## config.mk

```make
export PLATFORM = sky130hd
export DESIGN_NAME = wdata_id_router
export DESIGN_NICKNAME = d
export VERILOG_FILES = /design/src/rtl/wdata_router_pkg.sv /design/src/rtl/wdata_slot_fifo.sv /design/src/rtl/wdata_id_router.sv
export SDC_FILE = /design/constraint.sdc
export NUM_CORES = 1
export LEC_CHECK = 0
export ABC_AREA = 1
export CORE_ASPECT_RATIO = 1.25
export CORE_MARGIN = 5
export CORE_UTILIZATION = 54
export DETAILED_ROUTE_END_ITERATION = 7
export GPL_ROUTABILITY_DRIVEN = 0
export GPL_TIMING_DRIVEN = 1
export HOLD_SLACK_MARGIN = 0.12
export PLACE_DENSITY = 0.75
export SLEW_MARGIN = 10
export SYNTH_ARGS = -nofsm -noshare
export SYNTH_HDL_FRONTEND = slang
export SYNTH_SLANG_ARGS = --single-unit
export TNS_END_PERCENT = 20
```

## constraint.sdc

```tcl
create_clock -name clk -period 4.9 [get_ports clk]
set_clock_uncertainty 0.15 [all_clocks]
set_input_delay 0.49 -clock clk [delete_from_list [all_inputs] [get_ports clk]]
set_output_delay 0.49 -clock clk [all_outputs]
set_load 0.1 [all_outputs]
```

## src/rtl/wdata_router_pkg.sv

```systemverilog
// Shared types and defaults for the write-data ID router.
// Slot fields are sized for the widest supported configuration;
// instances compare and store the zero-extended values.
package wdata_router_pkg;

    localparam int ID_W_DEF   = 4;
    localparam int IDX_W_DEF  = 2;
    localparam int DATA_W_DEF = 32;
    localparam int SLOTS_DEF  = 3;
    localparam int DEPTH_DEF  = 8;

    // Widest master-local ID and widest rank (SLOTS <= 8) a slot can hold.
    localparam int MAX_ID_W   = 32;
    localparam int MAX_RANK_W = 3;

    typedef logic [MAX_ID_W-1:0]   wid_t;
    typedef logic [MAX_RANK_W-1:0] rank_t;

    // One ID slot: open while valid && !done; rank orders same-ID slots.
    typedef struct packed {
        logic  valid;
        logic  done;
        wid_t  wid;
        rank_t rank;
    } slot_t;

    // Bits needed for a rank in 0..slots-1.
    function automatic int rank_w(input int slots);
        return (slots > 1) ? $clog2(slots) : 1;
    endfunction

endpackage

```

## src/rtl/wdata_slot_fifo.sv

```systemverilog
// Per-slot beat FIFO: push/pop handshake, synchronous clear, pointers
// with an extra wrap bit to tell full from empty.
module wdata_slot_fifo #(
    parameter int WIDTH = 8,
    parameter int DEPTH = 8
) (
    input  logic             clk,
    input  logic             rst_n,
    input  logic             clr,
    input  logic             push,
    input  logic [WIDTH-1:0] wdata,
    input  logic             pop,
    output logic [WIDTH-1:0] rdata,
    output logic             full,
    output logic             empty
);

    localparam int AW = $clog2(DEPTH);

    logic [WIDTH-1:0] mem [DEPTH];
    logic [AW:0]      wr_ptr;
    logic [AW:0]      rd_ptr;
    logic             do_push;
    logic             do_pop;

    assign empty   = (wr_ptr == rd_ptr);
    assign full    = (wr_ptr[AW] != rd_ptr[AW]) && (wr_ptr[AW-1:0] == rd_ptr[AW-1:0]);
    assign do_pop  = pop && !empty;
    // A pop frees the head entry this cycle, so a push at full is still safe.
    assign do_push = push && (!full || do_pop);
    assign rdata   = mem[rd_ptr[AW-1:0]];

    // Storage write.
    // NOTE: the array has no reset; stale entries are unreachable once the pointers are cleared.
    always_ff @(posedge clk) begin
        if (do_push) begin
            mem[wr_ptr[AW-1:0]] <= wdata;
        end
    end

    // Pointer update; reset and clear both empty the FIFO.
    // NOTE: sequential state uses <= so every flop samples pre-edge values.
    always_ff @(posedge clk) begin
        if (!rst_n || clr) begin
            wr_ptr <= '0;
            rd_ptr <= '0;
        end else begin
            if (do_push) wr_ptr <= wr_ptr + (AW+1)'(1);
            if (do_pop)  rd_ptr <= rd_ptr + (AW+1)'(1);
        end
    end

endmodule

```

## src/rtl/wdata_id_router.sv

```systemverilog
// Routes upstream W beats into per-ID slots, keeps same-ID bursts in
// arrival order via a rank, and frees slots on matching B responses.
// Optional invalidation flush: define WDATA_ID_ROUTER_FLUSH_EN.
module wdata_id_router
    import wdata_router_pkg::*;
#(
    parameter int ID_W   = ID_W_DEF,
    parameter int IDX_W  = IDX_W_DEF,
    parameter int DATA_W = DATA_W_DEF,
    parameter int SLOTS  = SLOTS_DEF,
    parameter int DEPTH  = DEPTH_DEF
) (
    input  logic                             clk,
    input  logic                             rst_n,
    input  logic [IDX_W-1:0]                 s_axi_index,
    input  logic [ID_W-1:0]                  s_axi_w_wid,
    input  logic [DATA_W-1:0]                s_axi_w_wdata,
    input  logic [DATA_W/8-1:0]              s_axi_w_wstrb,
    input  logic                             s_axi_w_wlast,
    input  logic                             s_axi_w_valid,
    output logic                             s_axi_w_ready,
    output logic [SLOTS*(IDX_W+ID_W)-1:0]    m_axi_w_wid,
    output logic [SLOTS*DATA_W-1:0]          m_axi_w_wdata,
    output logic [SLOTS*DATA_W/8-1:0]        m_axi_w_wstrb,
    output logic [SLOTS-1:0]                 m_axi_w_wlast,
    output logic [SLOTS-1:0]                 m_axi_w_valid,
    input  logic [SLOTS-1:0]                 m_axi_w_ready,
    input  logic [ID_W-1:0]                  s_axi_b_bid,
    input  logic                             s_axi_b_valid,
    input  logic                             s_axi_b_ready,
    input  logic                             inv_valid,
    input  logic [ID_W-1:0]                  inv_id,
    output logic                             flush_valid,
    output logic [ID_W-1:0]                  flush_wid,
    output logic [SLOTS*rank_w(SLOTS)-1:0]   slot_rank
);

    localparam int RW = rank_w(SLOTS);
    localparam int OW = IDX_W + ID_W;
    localparam int SW = DATA_W / 8;
    localparam int FW = DATA_W + SW + 1;
    localparam int IW = $clog2(SLOTS);

    typedef logic [IW-1:0] idx_t;

    slot_t            slot_q [SLOTS];
    slot_t            slot_d [SLOTS];
    logic [SLOTS-1:0] push, pop, clr, full, empty, removed;
    logic [FW-1:0]    fifo_out [SLOTS];

    wid_t  in_wid, b_wid;
    logic  w_hs, b_hs;
    logic  match_any, free_any, rel_any, rel_go, fl_any;
    idx_t  match_idx, free_idx, rel_idx, fl_idx;
    rank_t new_rank;

    assign in_wid = wid_t'(s_axi_w_wid);
    assign b_wid  = wid_t'(s_axi_b_bid);
    assign b_hs   = s_axi_b_valid && s_axi_b_ready;
    assign w_hs   = s_axi_w_valid && s_axi_w_ready;

    // Slot lookups: open match, lowest free slot, releasable slot (lowest index wins).
    // NOTE: every comb output gets a default first so no path infers a latch.
    always_comb begin
        match_any = 1'b0;
        match_idx = '0;
        free_any  = 1'b0;
        free_idx  = '0;
        rel_any   = 1'b0;
        rel_idx   = '0;
        for (int k = SLOTS-1; k >= 0; k--) begin
            if (slot_q[k].valid && !slot_q[k].done && slot_q[k].wid == in_wid) begin
                match_any = 1'b1;
                match_idx = idx_t'(k);
            end
            if (!slot_q[k].valid) begin
                free_any = 1'b1;
                free_idx = idx_t'(k);
            end
            if (b_hs && slot_q[k].valid && slot_q[k].done && slot_q[k].wid == b_wid &&
                slot_q[k].rank == '0 && empty[k]) begin
                rel_any = 1'b1;
                rel_idx = idx_t'(k);
            end
        end
    end

`ifdef WDATA_ID_ROUTER_FLUSH_EN
    // Invalidation lookup: lowest-index done slot holding inv_id.
    always_comb begin
        fl_any = 1'b0;
        fl_idx = '0;
        for (int k = SLOTS-1; k >= 0; k--) begin
            if (inv_valid && slot_q[k].valid && slot_q[k].done &&
                slot_q[k].wid == wid_t'(inv_id)) begin
                fl_any = 1'b1;
                fl_idx = idx_t'(k);
            end
        end
    end

    // Flush notice, one cycle after the invalidation request.
    always_ff @(posedge clk) begin
        if (!rst_n) begin
            flush_valid <= 1'b0;
            flush_wid   <= '0;
        end else begin
            flush_valid <= fl_any;
            flush_wid   <= fl_any ? inv_id : '0;
        end
    end
`else
    logic unused_inv;
    assign unused_inv  = ^{inv_valid, inv_id};
    assign fl_any      = 1'b0;
    assign fl_idx      = '0;
    assign flush_valid = 1'b0;
    assign flush_wid   = '0;
`endif

    // A flush and a release aimed at the same slot remove it only once.
    assign rel_go        = rel_any && !(fl_any && fl_idx == rel_idx);
    assign s_axi_w_ready = match_any ? !full[match_idx] : free_any;

    // Per-slot FIFO controls and the set of slots leaving this cycle.
    always_comb begin
        for (int k = 0; k < SLOTS; k++) begin
            clr[k]     = fl_any && fl_idx == idx_t'(k);
            removed[k] = clr[k] || (rel_go && rel_idx == idx_t'(k));
            push[k]    = w_hs && (match_any ? match_idx == idx_t'(k) : free_idx == idx_t'(k));
            pop[k]     = m_axi_w_valid[k] && m_axi_w_ready[k];
        end
    end

    // Next slot state: removals, rank shifts, then allocation or done marking.
    always_comb begin
        new_rank = '0;
        for (int j = 0; j < SLOTS; j++) begin
            if (slot_q[j].valid && slot_q[j].done && slot_q[j].wid == in_wid && !removed[j])
                new_rank = new_rank + rank_t'(1);
        end
        for (int k = 0; k < SLOTS; k++) begin
            slot_d[k] = slot_q[k];
            if (removed[k]) begin
                slot_d[k] = '0;
            end else if (slot_q[k].valid) begin
                if (rel_go && slot_q[k].wid == b_wid && slot_q[k].rank != '0)
                    slot_d[k].rank = slot_d[k].rank - rank_t'(1);
                if (fl_any && slot_q[k].wid == slot_q[fl_idx].wid &&
                    slot_q[k].rank > slot_q[fl_idx].rank)
                    slot_d[k].rank = slot_d[k].rank - rank_t'(1);
            end
        end
        if (w_hs) begin
            if (match_any) begin
                if (s_axi_w_wlast) slot_d[match_idx].done = 1'b1;
            end else begin
                slot_d[free_idx] = '{valid: 1'b1, done: s_axi_w_wlast, wid: in_wid, rank: new_rank};
            end
        end
    end

    // Slot state register.
    always_ff @(posedge clk) begin
        if (!rst_n) begin
            for (int k = 0; k < SLOTS; k++) slot_q[k] <= '0;
        end else begin
            for (int k = 0; k < SLOTS; k++) slot_q[k] <= slot_d[k];
        end
    end

    for (genvar k = 0; k < SLOTS; k++) begin : g_slot
        wdata_slot_fifo #(.WIDTH(FW), .DEPTH(DEPTH)) u_fifo (
            .clk   (clk),
            .rst_n (rst_n),
            .clr   (clr[k]),
            .push  (push[k]),
            .wdata ({s_axi_w_wlast, s_axi_w_wstrb, s_axi_w_wdata}),
            .pop   (pop[k]),
            .rdata (fifo_out[k]),
            .full  (full[k]),
            .empty (empty[k])
        );

        assign m_axi_w_valid[k]              = !empty[k] && slot_q[k].valid && slot_q[k].rank == '0;
        assign m_axi_w_wid[k*OW +: OW]       = {s_axi_index, slot_q[k].wid[ID_W-1:0]};
        assign m_axi_w_wdata[k*DATA_W +: DATA_W] = fifo_out[k][DATA_W-1:0];
        assign m_axi_w_wstrb[k*SW +: SW]     = fifo_out[k][DATA_W +: SW];
        assign m_axi_w_wlast[k]              = fifo_out[k][FW-1];
        assign slot_rank[k*RW +: RW]         = slot_q[k].rank[RW-1:0];
    end

endmodule

```

== Yosys cells after proc, flatten, opt, wreduce, memory -nomap -nowiden ==
Memories as Yosys holds them, arrays and structs flattened. A register that Yosys moved wholly into a read port is not among the register bits.
Cells that the tools add are included.

* Add/sub/neg operators: 11
* $mul: 0
* Divide/modulo/power cells: 0
* Order comparisons: 5
* Equal/unequal tests: 21
* Shift operators: 0
* Multiplexer cells: 65
* Bitwise gates (word level): 5
* Reductions and logical operators: 89

{| class="wikitable"
|+ Operators by type and width
! kind !! count
|-
| 111-bit 2-to-1 mux || 3
|-
| 111-bit bitwise mux || 2
|-
| 32-bit by 4-bit equality test with 1-bit output || 6
|-
| 37-bit demux with 2-bit select || 2
|-
| 37-bit 2-to-1 mux || 4
|-
| 34-bit 2-to-1 mux || 3
|-
| 1-bit logical AND || 64
|-
| 3-bit 2-to-1 mux || 17
|-
| 36-bit 2-to-1 mux || 1
|-
| 4-bit by 1-bit adder with 4-bit output (second input constant) || 6
|-
| 1-bit 2-to-1 mux || 23
|-
| 2-bit 2-to-1 mux || 9
|-
| 1-bit logical NOT || 13
|-
| 4-bit equality test || 3
|-
| 3-bit equality test || 3
|-
| 3-bit logical NOT || 3
|-
| 3-bit nonzero test || 3
|-
| 3-bit by 1-bit subtractor with 3-bit output (second input constant) || 3
|-
| 3-bit by 1-bit adder with 3-bit output (second input constant) || 2
|-
| 2-bit by 1-bit equality test with 1-bit output (second input constant) || 3
|-
| 2-bit equality test (second input constant) || 3
|-
| 3-bit greater-or-equal comparator (second input constant) || 2
|-
| 2-bit logical NOT || 3
|-
| 3-bit by 1-bit less-than comparator with 1-bit output (second input constant) || 2
|-
| other kinds (6) || 13
|}

* Register bits after elaboration: 24
* Bits in latches: 0
* RAM bits: 999
* Bits in read-only memories: 0
* Input bits: 60
* Output and inout bits: 144
* Memories kept: 4

{| class="wikitable"
|+ Memory list
! name !! depth !! width !! read ports !! clocked after Yosys merged registers in !! wr ports !! RTL line !! source
|-
| g_slot[0].u_fifo.mem || 8 || 37 || 1 || 1 || 1 || wdata_slot_fifo.sv:20 || <nowiki>logic [WIDTH-1:0] mem [DEPTH];</nowiki>
|-
| g_slot[1].u_fifo.mem || 8 || 37 || 1 || 1 || 1 || wdata_slot_fifo.sv:20 ||
|-
| g_slot[2].u_fifo.mem || 8 || 37 || 1 || 1 || 1 || wdata_slot_fifo.sv:20 ||
|-
| slot_q || 3 || 37 || 3 || 0 || 3 || wdata_id_router.sv:46 || <nowiki>slot_t slot_q [SLOTS];</nowiki>
|}

== Longest topological paths before layout ==
* Depth in word-level cells: 22
* Depth in mapped cells: 19
* Depth with buffers taken out: 18

== Cells and area by module ==
Synthesis repeated with hierarchy kept, for this count alone.

* Cells, all modules: 3673
* Area, all modules: 41728.8 µm²

{| class="wikitable"
|+ Modules (own cells, without submodules)
! module !! times used !! cells each !! area each (µm²) !! seq. area each (µm²)
|-
| wdata_slot_fifo || 3 || 962 || 12117.9 || 9108.7
|-
| wdata_id_router || 1 || 787 || 5375.2 || 2222.1
|}

== Least setup slack after synthesis ==
No wires, ideal clock.

* Path kind: register to register
* Start point: register g_slot[0].u_fifo.wr_ptr[2]
* End point: memory g_slot[0].u_fifo.mem[3][0] (netlist name), enable pin
* Setup time: 0.477 ns
* Data arrival time: 6.339 ns
* Required time: 4.273 ns
* Setup slack: -2.067 ns
* Cell stages (with the launch flop): 12
* Path buffers: 1
* Clock period less this slack: 6.967 ns
* Path through: dfxtp_1 -> buf_2 -> xnor2_1 -> nand2_1 -> nor2_1 -> nor3_1 -> nand2_1 -> nand2_1 -> nand2_1 -> inv_1 -> nand4_2 -> nor3_1

* Elaborated cells on any way between the ends: 19

{| class="wikitable"
|+ RTL lines
! what !! RTL line !! source
|-
| start, declared || wdata_slot_fifo.sv:21 || <nowiki>logic [AW:0] wr_ptr;</nowiki>
|-
| start signal, assigned || wdata_slot_fifo.sv:48 || <nowiki>if (do_push) wr_ptr <= wr_ptr + (AW+1)'(1);</nowiki>
|-
| 4-bit equality test || wdata_slot_fifo.sv:26 || <nowiki>assign empty = (wr_ptr == rd_ptr);</nowiki>
|-
| 1-bit logical NOT || wdata_id_router.sv:185 || <nowiki>assign m_axi_w_valid[k] = !empty[k] && slot_q[k].valid && slot_q[k].rank == '0;</nowiki>
|-
| 1-bit logical AND (2 in series) || wdata_id_router.sv:185 ||
|-
| via m_axi_w_valid[0] || wdata_id_router.sv:26 || <nowiki>output logic [SLOTS-1:0] m_axi_w_valid,</nowiki>
|-
| 1-bit logical AND || wdata_id_router.sv:131 || <nowiki>pop[k] = m_axi_w_valid[k] && m_axi_w_ready[k];</nowiki>
|-
| 1-bit logical AND || wdata_slot_fifo.sv:28 || <nowiki>assign do_pop = pop && !empty;</nowiki>
|-
| 1-bit logical OR || wdata_slot_fifo.sv:30 || <nowiki>assign do_push = push && (!full || do_pop);</nowiki>
|-
| 1-bit logical AND || wdata_slot_fifo.sv:30 ||
|-
| 1-bit 2-to-1 mux || wdata_slot_fifo.sv:36 || <nowiki>if (do_push) begin</nowiki>
|-
| 1-bit 2-to-1 mux (not written as such) || wdata_slot_fifo.sv:37 || <nowiki>mem[wr_ptr[AW-1:0]] <= wdata;</nowiki>
|-
| end, declared || wdata_slot_fifo.sv:20 ||
|}

The timed path passes the listed nets, and every way through them passes these cells. The select of a mux whose other input is x is not followed.

==> results.txt <==
The family with the most delay on the worst path is buffers and inverters. After synthesis, the netlist uses 46 different library cells. The mean number of vias per cell came out at 5.67.

The critical path is of the reg2out type. The worst IR drop on VDD came out at 293 uV. In this run the count of I/O pins placed on the die edge is just over 200. The post-place instance area is 43500 um^2. The clock-pin transition on the worst setup and hold timing paths came out at 70 ps. Along the worst hold path, the cell count comes to 2.

The wire length of the first global-routing pass is 144000 um. The final hold violation count is 0. In this run, synthesis inferred 888 flip-flops with an integrated enable. The main flop type after synthesis is edfxtp_1. After layout, the minimum clock period comes to 4160 ps. The power per standard cell area came out at between 400 and 500 nW/um^2. The leakage power is 16.4 nW. In this run the deepest clock path goes through 3 buffers. The worst max-slew margin expressed relative to the limit came out at between 15 and 20%. Buffers inserted to repair hold after CTS numbered 0. The number of endpoints failing setup at the final stage came out at 0. The maximum number of pins on one net before global-route repair came out at 131. For this design, the slowest cell found on the critical path is clkdlybuf4s50_1. Counting tap cells, the placed design contains a total of 4440 instances.

The core box area came out at 75600 um^2. The post-synthesis instance area came out at between 40000 and 50000 um^2. The number of detailed-routing iterations run before antenna repair is 5.

The number of antenna violations at the first check in global routing came out at 2. The sink of the worst hold path is slot_q[0][50]$_SDFF_PN0_. The count of buffer and inverter cells on the critical path came out at 2.

The number of setup buffers added after CTS is 0. The top cell types in the final layout, fill and taps aside, are 888 x edfxtp_1, 876 x nor2_1, 458 x o21ai_0. The number of register bits inferred by synthesis is 1032. The max-cap violation count is 0. The die area came out at 81400 um^2.

The DRC violation count after routing is 0. The post-route setup TNS came out at 0 ps. The critical path goes through clkinv_2 -> o21ai_0 -> o22ai_1 -> nor2_1 -> a31oi_1 -> clkdlybuf4s50_1. Leaving out fill and tap cells, the most frequent cell in the layout is edfxtp_1.

The required time of the critical path came out at 4260 ps. Once layout is complete, the utilization of the core stands at about 62%. The area growth from synthesis to final layout is 14.1%.

The synthesized area divided by synthesized cell count came out at 11.9 um^2. The share of final-layout standard cells stronger than drive strength 1 came out at about 11%. The all-layer global routing usage came out at 22.6%.

The final wirelength came out at 95100 um. The total count of max-transition violations in the final report came out at 0. The register-to-register path setup slack is 1300 ps. The data arrival time at the worst-slack endpoint is ~3500 ps. The type of the worst min-delay path is reg2reg. Setup repair after global routing left no endpoint under its margin. The fraction of the yosys area taken by sequential cells is 72.2%. The reg-to-reg critical path endpoint is g_slot[2].u_fifo.mem[6][21]$_DFFE_PP_. The final instance count without filler cells came out at 4610. The post-route cell area is ~47000 um^2. The via count of the first global-routing pass came to 25200.

The count of fill cells added during filler insertion came out at between 5000 and 6000. The sum of overflow across all layers after global routing came out at 0. In this run the number of H-tree levels came out at 3. The worst slack after detailed placement came out at ~630 ps.

The number of gates resized after cts is 0. Counting the buffers created by CTS gives roughly 90. For this block, the via count after detailed routing is 26100. The number of design-rule violations left by the first detailed-router iteration came out at 2365. The final critical path takes up 84.9% of the cycle.

At the end of the flow, the number of nets in the layout was 3631. The TritonCTS sink count came out at 1032. STA classifies the critical path startpoint as a flop. The hold slack came out at 281 ps. The kind of end point of the critical path is an output port. Of all nets on the critical path, the largest fanout is 46. The cell count of the worst reg-to-reg path is 15. The highest cell delay on the worst timing path came out at 990 ps. The worst-case setup margin in the final layout is around 740 ps. For the pin with the worst max-slew slack, the measured transition is approximately 1200 ps. The startpoint identified for the worst register-to-register timing path is slot_q[0][86]$_SDFF_PN0_. The startpoint identified for the worst hold timing path is slot_q[0][50]$_SDFF_PN0_. The initial standard-cell utilization of the core came out at between 50% and 60%. The area used by multi-input combinational logic came out at between 9000 and 10000 um^2. The synthesized netlist cell count came out at 3445. The routed wirelength normalized by instance count is between 20 and 25 um. The warning count from the yosys run is 0. The run finished with clean final reports. The quantity of I/O buffers inserted on ports came out at 185.

Counting buffers and inverters, the worst setup path is 6 cells deep. In the final layout, flip-flops and latches occupy 29600 um^2. The die is 256 um wide.

The half-perimeter wire length of the detailed placement result is about 54000 um. The floorplan step set the die height to 318 um. The total power draw came out at 19.2 mW. The standard-cell row count came out at roughly 110. Derived from the worst setup path, the maximum achievable clock frequency is 0.240 GHz.

The clock latency at the later pin of the worst-skew pair came out at about 640 ps. The TritonCTS clock tree is built. In this run the clock root is driven by a clkbuf_16. The proportion of register bits with asynchronous set or reset after synthesis came out at 0%. The count of antenna-violating nets left after detailed routing is 0.
==> cells by family after synthesis <==
logic type      share of synthesized area [%]
xor+xnor                                0.813
buf+inv                                  4.11
compound gates                           9.71
other cells                           0.00916
fa+ha+maj                               0.428
flops                                    72.2
simple gates                             12.7
==> worst max-delay path by stage <==
stage | slack (ps) | to | startpoint
final | 740 | m_axi_w_wdata[25] | flop
after global routing | 510 | m_axi_w_wdata[34] | flop
after global placement | 690 | g_slot[2].u_fifo.mem[2][16]$_DFFE_PP_ | s_axi_w_wid[3]
after floorplan | -770 | g_slot[1].u_fifo.mem[2][0]$_DFFE_PP_ | slot_q[0][37]$_SDFF_PN0_
after CTS | 680 | m_axi_w_wdata[54] | flop
after detailed placement | 630 | g_slot[2].u_fifo.mem[6][25]$_DFFE_PP_ | s_axi_w_wid[3]
==> registers in the layout (all words and copies together), names as in the netlist, named ones only <==
register / count
g_slot.u_fifo.mem: 888
g_slot.u_fifo.rd_ptr: 12
g_slot.u_fifo.wr_ptr: 12
slot_q: 111
==> cells in the mapped netlist (all sizes together) (2+ instances only) <==
cell	n	area share [%]
nor2	924	8.7
edfxtp	888	65
o21ai	464	5.7
inv	162	1.5
clkbuf	156	1.4
nand2	146	1.4
dfxtp	144	7.0
a31oi	114	1.7
o22ai	112	1.7
nand3	99	1.3
buf	74	1.2
nand4	38	0.86
a21oi	33	0.43
xnor2	27	0.58
nor3	23	0.28
ha	14	0.43
xor2	11	0.24
nand3b	3	0.055
nor3b	2	0.037
o211ai	2	0.037
==> worst reg2reg max path: stages (launching register included) <==
cell and delay [ps]:
dfxtp_1 310, nor2_1 110, nand2_1 60, nor2_1 180, nand3_1 100, nor2_1 210, nand3_1 190, inv_1 200
nand3_1 140, nand2_2 110, nand2_4 80, a21oi_4 160, buf_4 230, nand4_1 460, nor2_4 280, buf_12 290
==> metal layers <==
layer | vias to the layer above | part of all wire, % | global-route usage [%]
li1 | 12400 | - | -
met1 | 12700 | 39 | 28.7
met2 | 925 | 51 | 39.5
met3 | 165 | 7.0 | 3.65
met4 | 0 | 3.5 | 8.42
met5 | - | 0 | 0
==> area by class of cell <==
type,count,area share [%]
Sequential cell,1032,63.3
Timing Repair Buffer,244,4.71
Inverter,163,1.32
Multi-Input combinational cell,2024,21.2
Clock inverter,54,1.65
Antenna cell,4,0.0214
Clock buffer,112,5.22
Tap cell,977,2.62
==> power by group <==
group,internal (mW),total [mW],switching [mW]
Sequential,9.68,9.75,0.0639
Clock,4.50,7.59,3.08
Combinational,0.377,1.84,1.46
Total,14.6,19.2,4.61
Power figures use the tool's default switching activity.
